File: src/rtl/jt7759_rom_arb_if.sv
// jt7759_rom_arb_if
//   Bundle for the two private client ROM ports and the shared downstream ROM port.
//   slave  : arbiter view (takes client requests and ROM data, drives client data/ok,
//            downstream request and the timeout pulse)
//   master : environment view (clients + downstream memory)
//   Signals per client i (0/1): cs<i>, addr<i>, flush<i>, data<i>, ok<i>
//   Downstream: rom_cs, rom_addr, rom_data, rom_ok; status: timeout_err
interface jt7759_rom_arb_if #(
   parameter int AW = 17,
   parameter int DW = 8
);
   logic          cs0;
   logic [AW-1:0] addr0;
   logic          flush0;
   logic [DW-1:0] data0;
   logic          ok0;

   logic          cs1;
   logic [AW-1:0] addr1;
   logic          flush1;
   logic [DW-1:0] data1;
   logic          ok1;

   logic          rom_cs;
   logic [AW-1:0] rom_addr;
   logic [DW-1:0] rom_data;
   logic          rom_ok;
   logic          timeout_err;

   modport slave (
      input  cs0, addr0, flush0, cs1, addr1, flush1, rom_data, rom_ok,
      output data0, ok0, data1, ok1, rom_cs, rom_addr, timeout_err
   );

   modport master (
      output cs0, addr0, flush0, cs1, addr1, flush1, rom_data, rom_ok,
      input  data0, ok0, data1, ok1, rom_cs, rom_addr, timeout_err
   );
endinterface

File: src/rtl/jt7759_rom_arb.sv
// jt7759_rom_arb
//   Shares one downstream sample-ROM port between two ROM clients. Each client has a
//   one-entry cache (valid/address/data); misses are arbitrated round-robin and fetched
//   through the shared port. Abandoned, redirected or stalled fetches are aborted.
//   Ports:
//     clk  - system clock
//     rst  - synchronous active-high reset
//     bus  - jt7759_rom_arb_if.slave (client ports 0/1, downstream ROM port, timeout_err)
//
//   state | meaning
//   IDLE  | rom_cs low; pick a client with a cache miss, launch its fetch
//   BUSY  | rom_cs high for the granted client; wait for a settled rom_ok,
//         | abort on client cs/addr change, give up after 2^TOW-1 cycles
module jt7759_rom_arb #(
   parameter int AW  = 17,
   parameter int DW  = 8,
   parameter int TOW = 10
) (
   input  logic            clk,
   input  logic            rst,
   jt7759_rom_arb_if.slave bus
);

   typedef enum logic {
      ST_IDLE,
      ST_BUSY
   } state_t;

   state_t         state_q, state_d;
   logic           gnt_q, gnt_d;
   logic           last_q, last_d;
   logic           settle_q, settle_d;
   logic [TOW-1:0] cnt_q, cnt_d;
   logic           rom_cs_q, rom_cs_d;
   logic [AW-1:0]  rom_addr_q, rom_addr_d;
   logic           terr_q, terr_d;
   logic [1:0]     v_q, v_d;
   logic [AW-1:0]  ca_q [2];
   logic [AW-1:0]  ca_d [2];
   logic [DW-1:0]  cd_q [2];
   logic [DW-1:0]  cd_d [2];

   logic [1:0]     cs_w, flush_w, ok_w, need_w;
   logic [AW-1:0]  addr_w [2];
   logic           win_w;
   logic           gcs_w;
   logic [AW-1:0]  gaddr_w;
   logic [TOW-1:0] cnt_inc_w;

   assign cs_w      = {bus.cs1, bus.cs0};
   assign flush_w   = {bus.flush1, bus.flush0};
   assign addr_w[0] = bus.addr0;
   assign addr_w[1] = bus.addr1;

   assign ok_w[0] = cs_w[0] & v_q[0] & (ca_q[0] == addr_w[0]);
   assign ok_w[1] = cs_w[1] & v_q[1] & (ca_q[1] == addr_w[1]);
   assign need_w  = cs_w & ~ok_w;

   // With both clients missing, the one not served last wins.
   assign win_w   = (&need_w) ? ~last_q : need_w[1];

   assign gcs_w   = cs_w[gnt_q];
   assign gaddr_w = addr_w[gnt_q];

   // Timeout fires on the cycle the counter would reach all-ones, so rom_cs is held
   // for exactly 2^TOW-1 cycles and the counter never wraps.
   assign cnt_inc_w = cnt_q + TOW'(1);

   always_comb begin
      state_d    = state_q;
      gnt_d      = gnt_q;
      last_d     = last_q;
      settle_d   = settle_q;
      cnt_d      = cnt_q;
      rom_cs_d   = rom_cs_q;
      rom_addr_d = rom_addr_q;
      terr_d     = 1'b0;
      v_d        = v_q;
      ca_d       = ca_q;
      cd_d       = cd_q;

      case (state_q)
         ST_IDLE: begin
            rom_cs_d = 1'b0;
            if (|need_w) begin
               gnt_d      = win_w;
               rom_addr_d = addr_w[win_w];
               rom_cs_d   = 1'b1;
               settle_d   = 1'b0;
               cnt_d      = '0;
               state_d    = ST_BUSY;
            end
         end
         ST_BUSY: begin
            // rom_ok in the first BUSY cycle may still belong to the previous address.
            settle_d = 1'b1;
            cnt_d    = cnt_inc_w;
            if (!gcs_w || (gaddr_w != rom_addr_q)) begin
               rom_cs_d = 1'b0;
               state_d  = ST_IDLE;
            end else if (bus.rom_ok && settle_q) begin
               cd_d[gnt_q] = bus.rom_data;
               ca_d[gnt_q] = rom_addr_q;
               v_d[gnt_q]  = 1'b1;
               rom_cs_d    = 1'b0;
               last_d      = gnt_q;
               state_d     = ST_IDLE;
            end else if (cnt_inc_w == '1) begin
               rom_cs_d = 1'b0;
               terr_d   = 1'b1;
               last_d   = gnt_q;
               state_d  = ST_IDLE;
            end
         end
         default: state_d = ST_IDLE;
      endcase

      // Flush beats a completion landing in the same cycle.
      v_d = v_d & ~flush_w;
   end

   always_ff @(posedge clk) begin
      if (rst) begin
         state_q    <= ST_IDLE;
         gnt_q      <= 1'b0;
         last_q     <= 1'b1;
         settle_q   <= 1'b0;
         cnt_q      <= '0;
         rom_cs_q   <= 1'b0;
         rom_addr_q <= '0;
         terr_q     <= 1'b0;
         v_q        <= '0;
         ca_q[0]    <= '0;
         ca_q[1]    <= '0;
         cd_q[0]    <= '0;
         cd_q[1]    <= '0;
      end else begin
         state_q    <= state_d;
         gnt_q      <= gnt_d;
         last_q     <= last_d;
         settle_q   <= settle_d;
         cnt_q      <= cnt_d;
         rom_cs_q   <= rom_cs_d;
         rom_addr_q <= rom_addr_d;
         terr_q     <= terr_d;
         v_q        <= v_d;
         ca_q       <= ca_d;
         cd_q       <= cd_d;
      end
   end

   assign bus.data0       = cd_q[0];
   assign bus.data1       = cd_q[1];
   assign bus.ok0         = ok_w[0];
   assign bus.ok1         = ok_w[1];
   assign bus.rom_cs      = rom_cs_q;
   assign bus.rom_addr    = rom_addr_q;
   assign bus.timeout_err = terr_q;

endmodule

File: src/flat_wrapper.sv
// flat-port wrapper written by rule: the top's interface ports become plain ports
module jt7759_rom_arb_flat 
#(
   parameter int AW  = 17,
   parameter int DW  = 8,
   parameter int TOW = 10
)
  (clk, rst, bus_cs0, bus_addr0, bus_flush0, bus_cs1, bus_addr1, bus_flush1, bus_rom_data, bus_rom_ok, bus_data0, bus_ok0, bus_data1, bus_ok1, bus_rom_cs, bus_rom_addr, bus_timeout_err);
  jt7759_rom_arb_if #(.AW(AW), .DW(DW)) bus_i ();
  input  logic clk;
  input  logic rst;
  input wire logic [$bits(bus_i.cs0)-1:0] bus_cs0;
  input wire logic [$bits(bus_i.addr0)-1:0] bus_addr0;
  input wire logic [$bits(bus_i.flush0)-1:0] bus_flush0;
  input wire logic [$bits(bus_i.cs1)-1:0] bus_cs1;
  input wire logic [$bits(bus_i.addr1)-1:0] bus_addr1;
  input wire logic [$bits(bus_i.flush1)-1:0] bus_flush1;
  input wire logic [$bits(bus_i.rom_data)-1:0] bus_rom_data;
  input wire logic [$bits(bus_i.rom_ok)-1:0] bus_rom_ok;
  output wire logic [$bits(bus_i.data0)-1:0] bus_data0;
  output wire logic [$bits(bus_i.ok0)-1:0] bus_ok0;
  output wire logic [$bits(bus_i.data1)-1:0] bus_data1;
  output wire logic [$bits(bus_i.ok1)-1:0] bus_ok1;
  output wire logic [$bits(bus_i.rom_cs)-1:0] bus_rom_cs;
  output wire logic [$bits(bus_i.rom_addr)-1:0] bus_rom_addr;
  output wire logic [$bits(bus_i.timeout_err)-1:0] bus_timeout_err;
  assign bus_i.cs0 = bus_cs0;
  assign bus_i.addr0 = bus_addr0;
  assign bus_i.flush0 = bus_flush0;
  assign bus_i.cs1 = bus_cs1;
  assign bus_i.addr1 = bus_addr1;
  assign bus_i.flush1 = bus_flush1;
  assign bus_i.rom_data = bus_rom_data;
  assign bus_i.rom_ok = bus_rom_ok;
  assign bus_data0 = bus_i.data0;
  assign bus_ok0 = bus_i.ok0;
  assign bus_data1 = bus_i.data1;
  assign bus_ok1 = bus_i.ok1;
  assign bus_rom_cs = bus_i.rom_cs;
  assign bus_rom_addr = bus_i.rom_addr;
  assign bus_timeout_err = bus_i.timeout_err;
  jt7759_rom_arb #(.AW(AW), .DW(DW), .TOW(TOW)) u_core (.clk(clk), .rst(rst), .bus(bus_i));
endmodule
File: config.mk
export PLATFORM = sky130hd
export DESIGN_NAME = jt7759_rom_arb_flat
export DESIGN_NICKNAME = d
export VERILOG_FILES = /design/src/rtl/jt7759_rom_arb_if.sv /design/src/rtl/jt7759_rom_arb.sv /design/src/flat_wrapper.sv
export SDC_FILE = /design/constraint.sdc
export NUM_CORES = 1
export LEC_CHECK = 0
export BUFFER_PORTS_ARGS = -buffer_cell sky130_fd_sc_hd__buf_2
export CORE_MARGIN = 4
export CORE_UTILIZATION = 45
export DETAILED_ROUTE_END_ITERATION = 6
export GPL_TIMING_DRIVEN = 0
export PLACE_DENSITY = 0.67
export SYNTH_ARGS = -nofsm -noshare
export SYNTH_HDL_FRONTEND = slang
export SYNTH_SLANG_ARGS = --single-unit
File: constraint.sdc
create_clock -name clk -period 3.7 [get_ports clk]
set_input_delay 0.555 -clock clk [delete_from_list [all_inputs] [get_ports clk]]
set_output_delay 0.555 -clock clk [all_outputs]
set_load 0.01 [all_outputs]
==> metrics.md <==
| Metric | Value |
|---|---|
| Critical Path AT | around 2.1 ns |
| Clk buf depth | 2 |
| Crit Path Max Fanout | 3 |
| Flops & latches, synth | 85 |
| Final nets | 706 |
| Fillers | between 900 and 1,000 |
| Sequential-to-total area share from yosys stat | 0.362 |
| PortBufs | 85 |
| Number of setup buffers added after CTS | 0 |
| Fin cells | between 700 and 800 |
| Final wirelength | 16.0 mm |
| Antenna viol nets, final | 0 |
| Final Skew | 0.0147 ns |
| Via count | around 5,000 |
| HP Start | bus_flush1 |
| Cells after Synth | 559 |
| # hold bufs at CTS | 0 |
| Vias in the first global route | between 4,000 and 5,000 |
| Max Cap Viol | 0 |
| Pre-CTS setup slack | just under 0.9 ns |
| Die width | between 100 and 150 µm |
| Final worst setup slack | 1.05 ns |
| Initial DRC count | around 340 |
| Fin crit period | 2.65 ns |
| Layout cell share with drive strength beyond 1 | 0.203 |
| Final HPWL DP | 11.9 mm |
| Tcrit/Tclk final | 0.716 |
| CTS Buf Count | 9 |
| Grt met2 use | 0.428 |
| Placed Area | ~0.0053 mm² |
| Worst r2r src | u_core.ca_q[13]$_SDFFE_PP0P_ |
| Post_cts resized | 0 |
| CTS tree | built |
| Critical path type | flop to output port |
| Crit-path max cell delay | ~0.40 ns |
| Least-Margin Pin Slew | about 0.74 ns |
| Predominant post-synthesis flop cell | dfxtp_1 |
| First-pass GRT wire length | between 20 and 25 mm |
| Setup crit end kind | output port |
| Vias per cell | 6.23 |
| Setup TNS | 0 ns |
| Synth-to-layout area growth | 16.6% |
| CP delay by family, top | simple AND/OR/NAND/NOR gates |
| Reg2Reg Depth | 8 |
| ANT cells | 0 |
| Total power | a little under 0.002 W |
| Post-synthesis cell area | between 0.004 and 0.005 mm² |
| Status | completed |
| Number of synthesized flops with an enable pin | 0 |
| Initial antenna violation count | 0 |
| Clock latency at the later pin of the worst-skew pair | around 0.37 ns |
| DR DRC count | 0 |
| Wirelength per Cell | just over 20 µm |
| Area contributors post-synth | dfxtp_1 (36%), nand3_1 (8.1%), a21oi_1 (6.7%) |
| Routability cong. | 0.937 |
| Num Clock Sinks | 85 |
| Worst r2r dst | u_core.bus.rom_addr[12]$_SDFFE_PP0P_ |
| # rows | 37 |
| Pleak | between 1.5 and 2 nW |
| Synth cell count leaders | dfxtp_1 (85), nand3_1 (76), a21oi_1 (63), o21ai_0 (61), xor2_1 (29) |
| Pwr dens | ~350 mW/mm² |
| Largest net degree at the start of global routing | 16 |
| Die Ht | approximately 110 µm |
| CP max-delay cell | nor4_1 |
| Syn Area/Cell | about 8.4 µm² |
| Placed cell count | 780 |
| Root Buffer | clkbuf_8 |
| Relative slew margins | 0.496 |
| Clock Pin Slew Worst Setup and Hold Paths | 0.10 ns |
| Count leader, synth | dfxtp_1 |
| 1st-pass router iterations | 5 |
| VDD IR max | between 200 and 250 µV |
| Gr usage total | 0.264 |
| Slew Limit Fails | 0 |
| YS warnings | 0 |
| Met1 Use GR | 0.351 |
| Count of different cell masters after synthesis | 46 |
| Most Used Layer, Global Route | met2 |
| I/O Pins | between 80 and 90 |
| Core box area | 0.0102 mm² |
| Setup crit start kind | flop |
| Initial Utilization | 0.460 |
| Crit-path cells | xnor2_1 -> nor4bb_1 -> nand3_1 -> nor4_1 -> buf_2 |
| Post-synth net total | slightly above 600 |
| Cell taking the most area after synthesis | dfxtp_1 |
| Unrepaired setup endpoints after global routing | false |
| GRT overflow | 0 |
| Required @ worst endpoint | 3.14 ns |
| FF-to-FF setup slack | between 1 and 1.5 ns |
| Share of the synthesized area in the top cell type | 0.362 |
| Fin. Hold Viols | 0 |
| Buf/Inv on CP | 1 |
| H-tree lvl count | 3 |
| Fin area | between 0.005 and 0.006 mm² |
| Die area | about 0.012 mm² |
| HP Class | primary input to flop |
| Hold Path Sink | u_core.v_q[1]$_SDFF_PP0_ |
| M3 GR Usage | 0.0565 |
| Endpoints failing setup | 0 |
| Hold Path Depth | 2 |
| Max Clk Rate | ~380 MHz |
| Async S/R FF share, synth | 0 |
-- kinds of logic (layout without fill, tap and decap cells) --
logic type / count (synthesis) / count (layout) / synth area share
flip-flops: 85 / 85 / 0.362
AO/OA/AOI/OAI: 165 / 165 / 0.212
adder cells (fa/ha/maj): 2 / 2 / 0.00532
multiplexers: 19 / 19 / 0.0404
buffers and inverters: 52 / 153 / 0.0614
AND/OR/NAND/NOR: 179 / 179 / 0.213
XOR/XNOR: 57 / 57 / 0.106
-- worst max-delay path by stage --
stage | from | endpoint | slack, ns | cells after the start
finish | u_core.ca_q[13]$_SDFFE_PP0P_ | bus_ok1 | 1.05 | 5
global route | u_core.ca_q[13]$_SDFFE_PP0P_ | u_core.bus.rom_addr[7]$_SDFFE_PP0P_ | 0.94 | 8
CTS | u_core.ca_q[13]$_SDFFE_PP0P_ | bus_ok1 | 1.11 | 5
detailed placement | bus_addr1[13] | u_core.bus.rom_addr[12]$_SDFFE_PP0P_ | 0.89 | 9
global placement | bus_addr1[13] | u_core.bus.rom_addr[15]$_SDFFE_PP0P_ | 0.91 | 9
floorplan | bus_addr1[14] | u_core.bus.rom_addr[11]$_SDFFE_PP0P_ | 1.46 | 8
-- stage by stage --
step	util	hold slack [ns]
final	0.536	0.343
after global routing	0.536	0.345
after CTS	0.536	0.347
after detailed placement	0.518	0.462
after global placement	0.518	0.458
after floorplan	-	0.440
-- per-layer routing --
metal	share of wire	routed length (µm)
met3	0.10	1650
met2	0.46	7310
met5	0	0
met4	0.023	373
met1	0.42	6700
-- worst reg2reg max path: stages, from the launching register on --
cell	delay [ns]
dfxtp_1	0.34
xnor2_1	0.30
nor4bb_1	0.32
nand3_1	0.17
o41a_1	0.44
clkbuf_1	0.21
buf_1	0.34
nand3_1	0.19
a311oi_2	0.12
-- state kept, by name (all words and copies together) (netlist names), 2 cells and up --
| register | cells |
|---|---|
| u_core.bus.data0 | 8 |
| u_core.v_q | 2 |
| u_core.bus.rom_addr | 17 |
| u_core.cnt_q | 10 |
| u_core.bus.data1 | 8 |
| u_core.ca_q | 34 |
-- final cells by class --
class	instances	area, µm²	area share
buffer	49	278	0.0507
clock buffer	10	138	0.0251
clock inverter	6	46.3	0.00844
inverter	3	11.3	0.00205
multi-input combinational	422	2710	0.495
sequential	85	1700	0.310
tap	136	170	0.0310
timing repair buffer	85	425	0.0776
-- cells in the final DEF, fill, tap and decap left out, drive strengths merged, types with 6 or more instances in the layout --
cell type,n
nand2,16
nand4b,9
nand3,76
o21ai,70
nor4,11
xnor2,28
nor2,11
nor3,21
a21oi,64
buf,107
xor2,29
mux2i,19
a311oi,19
nand4,6
dfxtp,85
clkbuf,37
-- report_power, final --
part           internal (W)  switching [W]
sequential         0.000937      0.0000389
combinational      0.000122       0.000191
clock              0.000266       0.000367
No activity file was read; power rests on OpenSTA's default activity.
